### src/rtl/alu_pkg.sv
// Shared ALU definitions: divider FSM states, datapath width and opcode encodings.
package alu_pkg;

  localparam int ALU_WIDTH = 32;

  typedef enum logic [1:0] {IDLE, CALC, DONE} div_state_t;

  typedef enum logic [2:0] {OP_ADD, OP_SUB, OP_MUL, OP_DIV, OP_MOD} alu_op_t;

endpackage

### src/rtl/div_step.sv
// One combinational restoring-division iteration on a {rem,quo} register pair.
module div_step #(
  parameter int WIDTH = 32
) (
  input  logic [WIDTH-1:0] rem,
  input  logic [WIDTH-1:0] quo,
  input  logic [WIDTH-1:0] divisor,
  output logic [WIDTH-1:0] rem_next,
  output logic [WIDTH-1:0] quo_next
);

  logic [WIDTH:0] shifted;

  always_comb begin
    shifted  = {rem, quo[WIDTH-1]};
    quo_next = {quo[WIDTH-2:0], 1'b0};
    rem_next = shifted[WIDTH-1:0];
    if (shifted >= {1'b0, divisor}) begin
      // difference is below divisor, so it always fits in WIDTH bits
      rem_next    = shifted[WIDTH-1:0] - divisor;
      quo_next[0] = 1'b1;
    end
  end

endmodule

### src/rtl/alu_div_unit.sv
// Multicycle restoring divider with valid/ready request and response channels.
// Optional two's-complement mode is enabled by defining ALU_DIV_SIGNED_EN.
module alu_div_unit
  import alu_pkg::*;
#(
  parameter int WIDTH = ALU_WIDTH
) (
  input  logic             clk,
  input  logic             rst_n,
  input  logic             req_valid,
  output logic             req_ready,
  input  logic [WIDTH-1:0] dividend,
  input  logic [WIDTH-1:0] divisor,
`ifdef ALU_DIV_SIGNED_EN
  input  logic             is_signed,
`endif
  output logic             rsp_valid,
  input  logic             rsp_ready,
  output logic [WIDTH-1:0] quotient,
  output logic [WIDTH-1:0] remainder,
  output logic             div_by_zero
);

  localparam int CW = $clog2(WIDTH);

  div_state_t       state, state_n;
  logic [CW-1:0]    cnt;
  logic [WIDTH-1:0] rem, quo, dvs;
  logic [WIDTH-1:0] rem_n, quo_n;
  logic [WIDTH-1:0] dend_mag, dvs_mag;
  logic             sgn, neg_q, neg_r;

`ifdef ALU_DIV_SIGNED_EN
  assign sgn = is_signed;
`else
  assign sgn = 1'b0;
`endif

  assign dend_mag = (sgn && dividend[WIDTH-1]) ? -dividend : dividend;
  assign dvs_mag  = (sgn && divisor[WIDTH-1])  ? -divisor  : divisor;

  div_step #(.WIDTH(WIDTH)) u_step (
    .rem      (rem),
    .quo      (quo),
    .divisor  (dvs),
    .rem_next (rem_n),
    .quo_next (quo_n)
  );

  always_ff @(posedge clk or negedge rst_n) begin
    if (!rst_n) state <= IDLE;
    else        state <= state_n;
  end

  always_comb begin
    state_n   = state;
    req_ready = 1'b0;
    rsp_valid = 1'b0;
    case (state)
      IDLE: begin
        req_ready = 1'b1;
        if (req_valid) state_n = (divisor == '0) ? DONE : CALC;
      end
      CALC: begin
        if (cnt == '0) state_n = DONE;
      end
      DONE: begin
        rsp_valid = 1'b1;
        if (rsp_ready) state_n = IDLE;
      end
      default: state_n = IDLE;
    endcase
  end

  always_ff @(posedge clk or negedge rst_n) begin
    if (!rst_n) begin
      cnt         <= '0;
      rem         <= '0;
      quo         <= '0;
      dvs         <= '0;
      neg_q       <= 1'b0;
      neg_r       <= 1'b0;
      quotient    <= '0;
      remainder   <= '0;
      div_by_zero <= 1'b0;
    end else begin
      case (state)
        IDLE: begin
          if (req_valid) begin
            rem   <= '0;
            quo   <= dend_mag;
            dvs   <= dvs_mag;
            cnt   <= CW'(WIDTH - 1);
            neg_q <= sgn && (dividend[WIDTH-1] ^ divisor[WIDTH-1]);
            neg_r <= sgn && dividend[WIDTH-1];
            if (divisor == '0) begin
              quotient    <= '1;
              remainder   <= dividend;
              div_by_zero <= 1'b1;
            end
          end
        end
        CALC: begin
          rem <= rem_n;
          quo <= quo_n;
          if (cnt == '0) begin
            // last step feeds the result registers directly so the sign fix-up costs no cycle
            quotient    <= neg_q ? -quo_n : quo_n;
            remainder   <= neg_r ? -rem_n : rem_n;
            div_by_zero <= 1'b0;
          end else begin
            cnt <= cnt - 1'b1;
          end
        end
        default: ;
      endcase
    end
  end

endmodule

### config.mk
export PLATFORM = sky130hd
export DESIGN_NAME = alu_div_unit
export DESIGN_NICKNAME = d
export VERILOG_FILES = /design/src/rtl/alu_pkg.sv /design/src/rtl/div_step.sv /design/src/rtl/alu_div_unit.sv
export SDC_FILE = /design/constraint.sdc
export NUM_CORES = 1
export LEC_CHECK = 0
export BUFFER_PORTS_ARGS = -buffer_cell sky130_fd_sc_hd__buf_2
export CAP_MARGIN = 20
export CORE_MARGIN = 8
export CORE_UTILIZATION = 60
export CTS_CLUSTER_SIZE = 20
export DETAILED_ROUTE_END_ITERATION = 7
export GPL_TIMING_DRIVEN = 0
export HOLD_SLACK_MARGIN = 0.08
export PLACE_DENSITY = 0.93
export SLEW_MARGIN = 10
export SYNTH_ARGS = -nofsm -noshare
export SYNTH_HDL_FRONTEND = slang
export SYNTH_SLANG_ARGS = --single-unit
### constraint.sdc
create_clock -name clk -period 7.8 [get_ports clk]
set_input_delay 0 -clock clk [delete_from_list [all_inputs] [get_ports clk]]
set_output_delay 0 -clock clk [all_outputs]
set_load 0.03 [all_outputs]
==> impl_metrics.csv, run 1 <==
group,metric,value,unit
setup_path,cpPeakStageDelay,0.44,ns
synthesis,ys_warn_count,0,
timing,fin_worst_skew,0.0153,ns
timing,fin_tns_setup,0,ns
clocking,htreeDepth,4,
placed_design,place.gp.congestion,0.916,
synthesis,synth_top_family_by_area,"compound AO/OA/AOI/OAI gates",
synthesis,ys_types,57,
layout,fill_cells,966,
clocking,clock-root-buffer,"clkbuf_16",
timing,hold_violations,0,
timing,finalSetupViolCount,0,
synthesis,ys_seq_area_frac,0.471,
global_route,antenna_found_initial,0,
setup_path,endpoint_kind,"flip-flop",
setup_path,r2r_end,"rem[26]$_DFFE_PN0P_",
detailed_routing,ant_nets,0,
detailed_routing,drt-initial-drc-count,1216,
floorplanning,io_pins,135,
setup_path,r2r_start,"quo[31]$_DFFE_PN0P_",
placed_design,io_buffers,134,
clocking,hold_buffers,67,
setup_path,crit_arrival,3.64,ns
floorplanning,core_area,0.0145,mm^2
synthesis,synth_xor_area_frac,0.0314,
clocking,postCtsSetupBuffers,0,
timing,slew_headroom,0.454,
setup_path,worstPathCellList,"inv_1, ha_1, inv_1, fa_1, a21oi_1, o211a_1, o21a_1, o21ai_0, a22oi_1, o21bai_1, a21oi_1, xor2_1, o211ai_1",
setup_path,slowest_stage,"a22oi_1",
timing,post-route-period-util,0.428,
clocking,cts_resized,0,
layout,final_cell_mix,"nand2_1 (175), dfrtp_1 (168), buf_2 (137)",
synthesis,synthSimpleGateAreaFrac,0.156,
flow_run,cap_violations,0,
global_route,grt_max_degree,108,
detailed_routing,wl,29100,um
setup_path,critPathTopFamily,"compound AO/OA/AOI/OAI gates",
synthesis,syn-num-nets,1114,
setup_path,critPathMaxFanout,4,
clocking,path_clk_slew,0.07,ns
placed_design,dp_hpwl,20100,um
timing,rsz0062_at_grt,"no",
timing,clock.fmax,299,MHz
synthesis,synth_adder_area_share,0.0499,
synthesis,yosys_register_bits,168,
synthesis,synth_area,0.00892,mm^2
layout,area_growth,24.4,%
synthesis,syn-instance-count,1011,
setup_path,path_depth,13,
detailed_routing,dr.pass1.iters,8,
power_and_ir_drop,leakagePower,0.00512,uW
run_status,status,"finished, violations left",
layout,layout-drive-gt1-share,0.147,
synthesis,synth_mux_area_frac,0.0293,
setup_path,critPathBufInv,2,
global_route,grt_pass1_wl,46100,um
detailed_routing,vias,9040,
clocking,clkLatencyLatePin,0.45,ns
floorplanning,row_count,44,
synthesis,synth-compound-area-share,0.211,
clocking,cts_buffers,17,
layout,final_common_cell,"nand2_1",
run_status,violations,"design-rule violations",
setup_path,crit_required,8.10,ns
floorplanning,die_height,138,um
setup_path,r2r_slack,4.46,ns
power_and_ir_drop,vdd_drop_max,395,uV
timing,min_period,3.34,ns
timing,holdWs,0.0863,ns
detailed_routing,routedWlPerCell,20.4,um
clocking,cts_tree,"built",
detailed_routing,detail_route.vias_per_cell,6.32,
timing,slew_viol_final,0,
clocking,clock_path_buffers,2,
global_route,grt_usage,0.312,
floorplanning,die_area,0.0190,mm^2
floorplanning,die_x,138,um
power_and_ir_drop,p_per_area,551,mW/mm^2
detailed_routing,drcViolationCount,9,
timing,worst-slew-pin-transition,0.808,ns
global_route,grt_pass1_vias,8991,
floorplanning,initial_utilization,0.614,
layout,nets,1335,
setup_path,reg2reg_depth,13,
clocking,cts.sinks,168,
setup_path,cp-start-kind,"flip-flop",
worst_hold_path,hp-class,"in2async",
synthesis,syn_area_per_cell,8.82,um^2
setup_path,crit_type,"reg2reg",
global_route,overflow,0,
-- cell type report --
| type | count | area, um^2 | share of cell area |
|---|---|---|---|
| clock inverter | 14 | 139 | 0.0125 |
| timing repair buffer | 202 | 1380 | 0.124 |
| buffer | 62 | 287 | 0.0258 |
| inverter | 45 | 169 | 0.0152 |
| tap | 184 | 230 | 0.0207 |
| multi-input combinational | 736 | 4260 | 0.384 |
| clock buffer | 18 | 429 | 0.0387 |
| sequential | 168 | 4200 | 0.379 |
| antenna | 1 | 2.50 | 0.000225 |
-- synth_stat cells (all sizes together) --
cell type | number | area [um^2]
o31ai | 2 | 15.0
or2 | 1 | 6.26
nand2b | 3 | 18.8
or4 | 1 | 7.51
and4 | 1 | 8.76
a311oi | 3 | 32.5
o21bai | 7 | 52.6
o2111ai | 4 | 35.0
o21ba | 1 | 10.0
o22a | 1 | 8.76
ha | 34 | 425
nand4 | 5 | 31.3
a2bb2oi | 2 | 23.8
inv | 45 | 169
a211oi | 3 | 27.5
dfrtp | 168 | 4200
nor2b | 5 | 33.8
xor2 | 9 | 78.8
nor2 | 58 | 218
a22o | 1 | 8.76
o211a | 2 | 20.0
o211ai | 6 | 45.0
a41oi | 1 | 8.76
a21o | 27 | 203
buf | 10 | 90.1
nor4b | 1 | 8.76
nand3 | 37 | 185
o21ai | 142 | 714
or3 | 2 | 12.5
o21a | 6 | 45.0
mux2 | 1 | 11.3
a21oi | 70 | 354
clkbuf | 52 | 196
nand3b | 1 | 7.51
a21boi | 2 | 15.0
fa | 1 | 20.0
a22oi | 3 | 22.5
and2 | 2 | 12.5
nor3 | 5 | 25.0
nor4 | 16 | 106
and3 | 8 | 50.1
mux2i | 25 | 250
xnor2 | 23 | 201
a31oi | 39 | 244
nand2 | 175 | 657
-- how the worst max path moves through the flow --
stage                              from                         to  slack, ns
floorplan            rem[0]$_DFFE_PN0P_  remainder[24]$_DFFE_PN0P_       5.17
global placement                  rst_n        dvs[26]$_DFFE_PN0P_       4.28
detailed placement  quo[31]$_DFFE_PN0P_        rem[26]$_DFFE_PN0P_       4.62
CTS                  dvs[1]$_DFFE_PN0P_  remainder[12]$_DFFE_PN0P_       4.55
global route        quo[31]$_DFFE_PN0P_        rem[30]$_DFFE_PN0P_       4.27
finish              quo[31]$_DFFE_PN0P_        rem[26]$_DFFE_PN0P_       4.46
-- kinds of logic after synthesis --
kind of cell / Yosys count
AND/OR/NAND/NOR: 321
AO/OA/AOI/OAI: 322
XOR/XNOR: 32
adder cells (fa/ha/maj): 35
buffers and inverters: 107
multiplexers: 26
flip-flops: 168
-- registers in the layout, indices dropped and copies added, names as in the netlist --
| register | cells |
|---|---|
| state | 2 |
| div_by_zero | 1 |
| rem | 32 |
| quo | 32 |
| cnt | 5 |
| dvs | 32 |
| quotient | 32 |
| remainder | 32 |
-- routing by layer --
| layer | vias up | global-route usage | share of wire |
|---|---|---|---|
| li1 | 3986 | - | - |
| met1 | 4257 | 0.378 | 0.37 |
| met2 | 627 | 0.498 | 0.47 |
| met3 | 170 | 0.0819 | 0.098 |
| met4 | 0 | 0.174 | 0.061 |
| met5 | - | 0 | 0 |
-- power breakdown --
| group | total [uW] | internal (uW) | leakage, uW | switching (uW) |
|---|---|---|---|---|
| clock network | 834 | 449 | 0.000281 | 385 |
| logic | 3730 | 1380 | 0.00297 | 2340 |
| registers | 1560 | 1290 | 0.00187 | 276 |
-- through the flow --
stage	utilization	area, um^2	cells	worst slack (ns)	power [uW]
final	0.764	11100	1430	4.46	6120
after global routing	0.764	11100	1429	4.27	6480
after CTS	0.764	11100	1429	4.55	5990
after detailed placement	0.678	9860	1330	4.62	5120
after global placement	0.676	9820	1329	4.28	5010
after floorplan	-	8920	1011	5.17	4160
Note: power is estimated with default switching activity, not from simulation.
==> inputs of run 2 (changes only) <==
--- a/config.mk
+++ b/config.mk
@@ -5,15 +5,16 @@
 export SDC_FILE = /design/constraint.sdc
 export NUM_CORES = 1
 export LEC_CHECK = 0
+export ABC_AREA = 1
 export BUFFER_PORTS_ARGS = -buffer_cell sky130_fd_sc_hd__buf_2
 export CAP_MARGIN = 20
 export CORE_MARGIN = 8
-export CORE_UTILIZATION = 60
+export CORE_UTILIZATION = 53
 export CTS_CLUSTER_SIZE = 20
 export DETAILED_ROUTE_END_ITERATION = 7
 export GPL_TIMING_DRIVEN = 0
 export HOLD_SLACK_MARGIN = 0.08
-export PLACE_DENSITY = 0.93
+export PLACE_DENSITY = 0.87
 export SLEW_MARGIN = 10
 export SYNTH_ARGS = -nofsm -noshare
 export SYNTH_HDL_FRONTEND = slang
==> constraint.sdc (replaced) <==
create_clock -name clk -period 3.05 [get_ports clk]
set_input_delay 0 -clock clk [delete_from_list [all_inputs] [get_ports clk]]
set_output_delay 0 -clock clk [all_outputs]
set_load 0.03 [all_outputs]
==> run 2 against run 1 <==
Against the previous run:
- the run now ends clean
- final cell count increased by 39%
- first-iteration DRC count is 18% lower
- cell area is 17% higher
==> impl_metrics.csv, run 2 <==
group,metric,value,unit
run_status,status,"complete, no violations",
floorplanning,core_area,0.0195,mm^2
timing,slew_viol_final,0,
worst_hold_path,hp-class,"in2async",
synthesis,synth_edf_count,0,
synthesis,async_reset_ff_frac,1.00,
layout,final_common_cell,"nand2_1",
layout,nets,1820,
timing,holdWs,0.0810,ns
placed_design,io_buffers,134,
setup_path,critPathTopFamily,"simple AND/OR/NAND/NOR gates",
clocking,cts_tree,"built",
setup_path,r2r_start,"quo[31]$_DFFE_PN0P_",
placed_design,place.gp.congestion,0.948,
floorplanning,io_pins,135,
detailed_routing,vias,10700,
timing,finalSetupViolCount,0,
timing,fin_worst_skew,0.0172,ns
global_route,antenna_found_initial,0,
detailed_routing,routedWlPerCell,17.1,um
global_route,grt_pass1_wl,54300,um
global_route,grt-busiest-layer,"met2",
layout,multi_input_area,0.00514,mm^2
setup_path,cp-start-kind,"flip-flop",
global_route,grt_usage,0.280,
detailed_routing,drcViolationCount,0,
setup_path,setup.worst_path.start,"quo[31]$_DFFE_PN0P_",
detailed_routing,detail_route.vias_per_cell,5.34,
layout,regArea,0.00420,mm^2
clocking,clkLatencyLatePin,0.45,ns
timing,min_period,2.58,ns
clocking,clock-root-buffer,"clkbuf_16",
setup_path,r2r_slack,0.47,ns
global_route,use_met1,0.359,
detailed_routing,wl,34200,um
synthesis,ys_warn_count,0,
clocking,cts_buffers,17,
floorplanning,die_area,0.0248,mm^2
setup_path,crit_arrival,2.92,ns
clocking,htreeDepth,4,
floorplanning,die_x,157,um
detailed_routing,ant_nets,0,
clocking,clock_path_buffers,2,
timing,fin_tns_setup,0,ns
clocking,cts.sinks,168,
synthesis,synth_top_area_cell,"dfrtp_1",
synthesis,synth_commonest_cells,"nand2_1 (444), inv_1 (244), dfrtp_1 (168)",
global_route,overflow,0,
floorplanning,die_height,157,um
timing,slew_headroom,0.567,
global_route,grt_max_degree,108,
timing,rsz0062_at_grt,"no",
synthesis,syn-instance-count,1495,
global_route,use_met2,0.470,
detailed_routing,dr.pass1.iters,6,
layout,area_growth,22.0,%
synthesis,ys.flop_type,"dfrtp_1",
layout,antenna_cells,0,
flow_run,cap_violations,0,
synthesis,synth_area_leaders,"dfrtp_1 (40%), nand2_1 (16%), inv_1 (8.6%), nand3_1 (5.9%), ha_1 (4.0%)",
synthesis,syn-num-nets,1598,
floorplanning,row_count,51,
placed_design,dp_hpwl,25400,um
timing,worst-slew-pin-transition,0.650,ns
timing,hold_violations,0,
layout,fin_util,0.663,
floorplanning,initial_utilization,0.543,
layout,fill_cells,1629,
synthesis,synth_area,0.0106,mm^2
timing,post-route-period-util,0.846,
setup_path,crit_type,"reg2reg",
synthesis,synth_most_common_cell,"nand2_1",
placed_design,dpl_worst_slack,0.517,ns
synthesis,synth_top_area_frac,0.396,
timing,clock.fmax,388,MHz
setup_path,crit_required,3.39,ns
synthesis,ys_types,40,
setup_path,endpoint_kind,"flip-flop",
global_route,grt_pass1_vias,10500,
timing,finalWorstSetupSlack,0.470,ns
synthesis,ys_seq_area_frac,0.396,
clocking,path_clk_slew,0.08,ns
synthesis,yosys_register_bits,168,
setup_path,critPathMaxFanout,5,
layout,layout-drive-gt1-share,0.153,
global_route,use_met3,0.0546,
setup_path,crit_top_cell,"nand2_1",
setup_path,slowest_stage,"fa_1",
setup_path,worstPathCellList,"inv_1, ha_1, inv_1, fa_1, nand2_1, nand2_1, nand3_1, nand3_1, nand2_1, nand2_1, nand2_1, nand2_1, nand3_1, nand3_1, nand2_1, inv_1",
synthesis,syn_area_per_cell,7.09,um^2
layout,final_cell_mix,"nand2_1 (444), inv_1 (244), dfrtp_1 (168)",
setup_path,cpPeakStageDelay,0.49,ns
detailed_routing,drt-initial-drc-count,994,
setup_path,critPathBufInv,3,
run 2: layer usage:
metal  vias to the layer above  part of all wire  wire length (um)
met2                       518              0.47             16100
met1                      4932              0.42             14300
met3                        84             0.085              2890
met4                         0             0.024               834
met5                         -                 0                 0
li1                       5123                 -                 -
run 2: cells by family (layout without fill, tap and decap cells):
group / count (synthesis) / count (layout) / share of synthesized area
and+or+nand+nor: 831 / 831 / 0.360
buffers and inverters: 315 / 549 / 0.119
DFF: 168 / 168 / 0.396
AOI/OAI and AO/OA: 131 / 131 / 0.0702
adders and majority gates: 35 / 35 / 0.0420
xor gates and xnor gates: 15 / 15 / 0.0124
run 2: per-stage QoR:
| stage | area, um^2 | instances |
|---|---|---|
| final | 12900 | 1994 |
| after CTS | 12900 | 1994 |
| after global routing | 12900 | 1994 |
| after floorplan | 10600 | 1495 |
| after detailed placement | 11600 | 1895 |
| after global placement | 11600 | 1894 |
run 2: worst reg2reg max path, cell delays in order, from the launching register on:
cell	delay [ns]
dfrtp_1	0.38
inv_1	0.09
ha_1	0.15
inv_1	0.07
fa_1	0.49
nand2_1	0.12
nand2_1	0.13
nand3_1	0.11
nand3_1	0.21
nand2_1	0.23
nand2_1	0.08
nand2_1	0.07
nand2_1	0.06
nand3_1	0.10
nand3_1	0.08
nand2_1	0.07
inv_1	0.04
run 2: final timing paths:
| path | to | depth (start not counted) |
|---|---|---|
| min in group clk | cnt[1]$_DFFE_PN0P_ | 4 |
| worst max register to register | remainder[28]$_DFFE_PN0P_ | 16 |
| max in group asynchronous | quotient[0]$_DFFE_PN0P_ | 3 |
| worst min register to register | quotient[9]$_DFFE_PN0P_ | 2 |
| worst min-delay path | dvs[9]$_DFFE_PN0P_ | 2 |
| worst max-delay path | remainder[28]$_DFFE_PN0P_ | 16 |
run 2: repair_timing:
item,4_1_cts,5_1_grt
endpoints found under the hold margin,255,0
setup endpoints to repair,0,0
hold buffers,68,0
resized for setup,0,0
setup buffers,0,0
run 2: layout make-up:
type	instances	share of cell area
clock inverters	14	0.0146
well taps	265	0.0256
plain buffers	55	0.0220
flip-flops and latches	168	0.325
repair buffers	203	0.107
clock buffers	17	0.0329
multi-input cells	1012	0.397
inverters	260	0.0756
Power of run 2 is not shown: default switching activity piles up to over one toggle a cycle in this logic, so the estimate is an artifact.
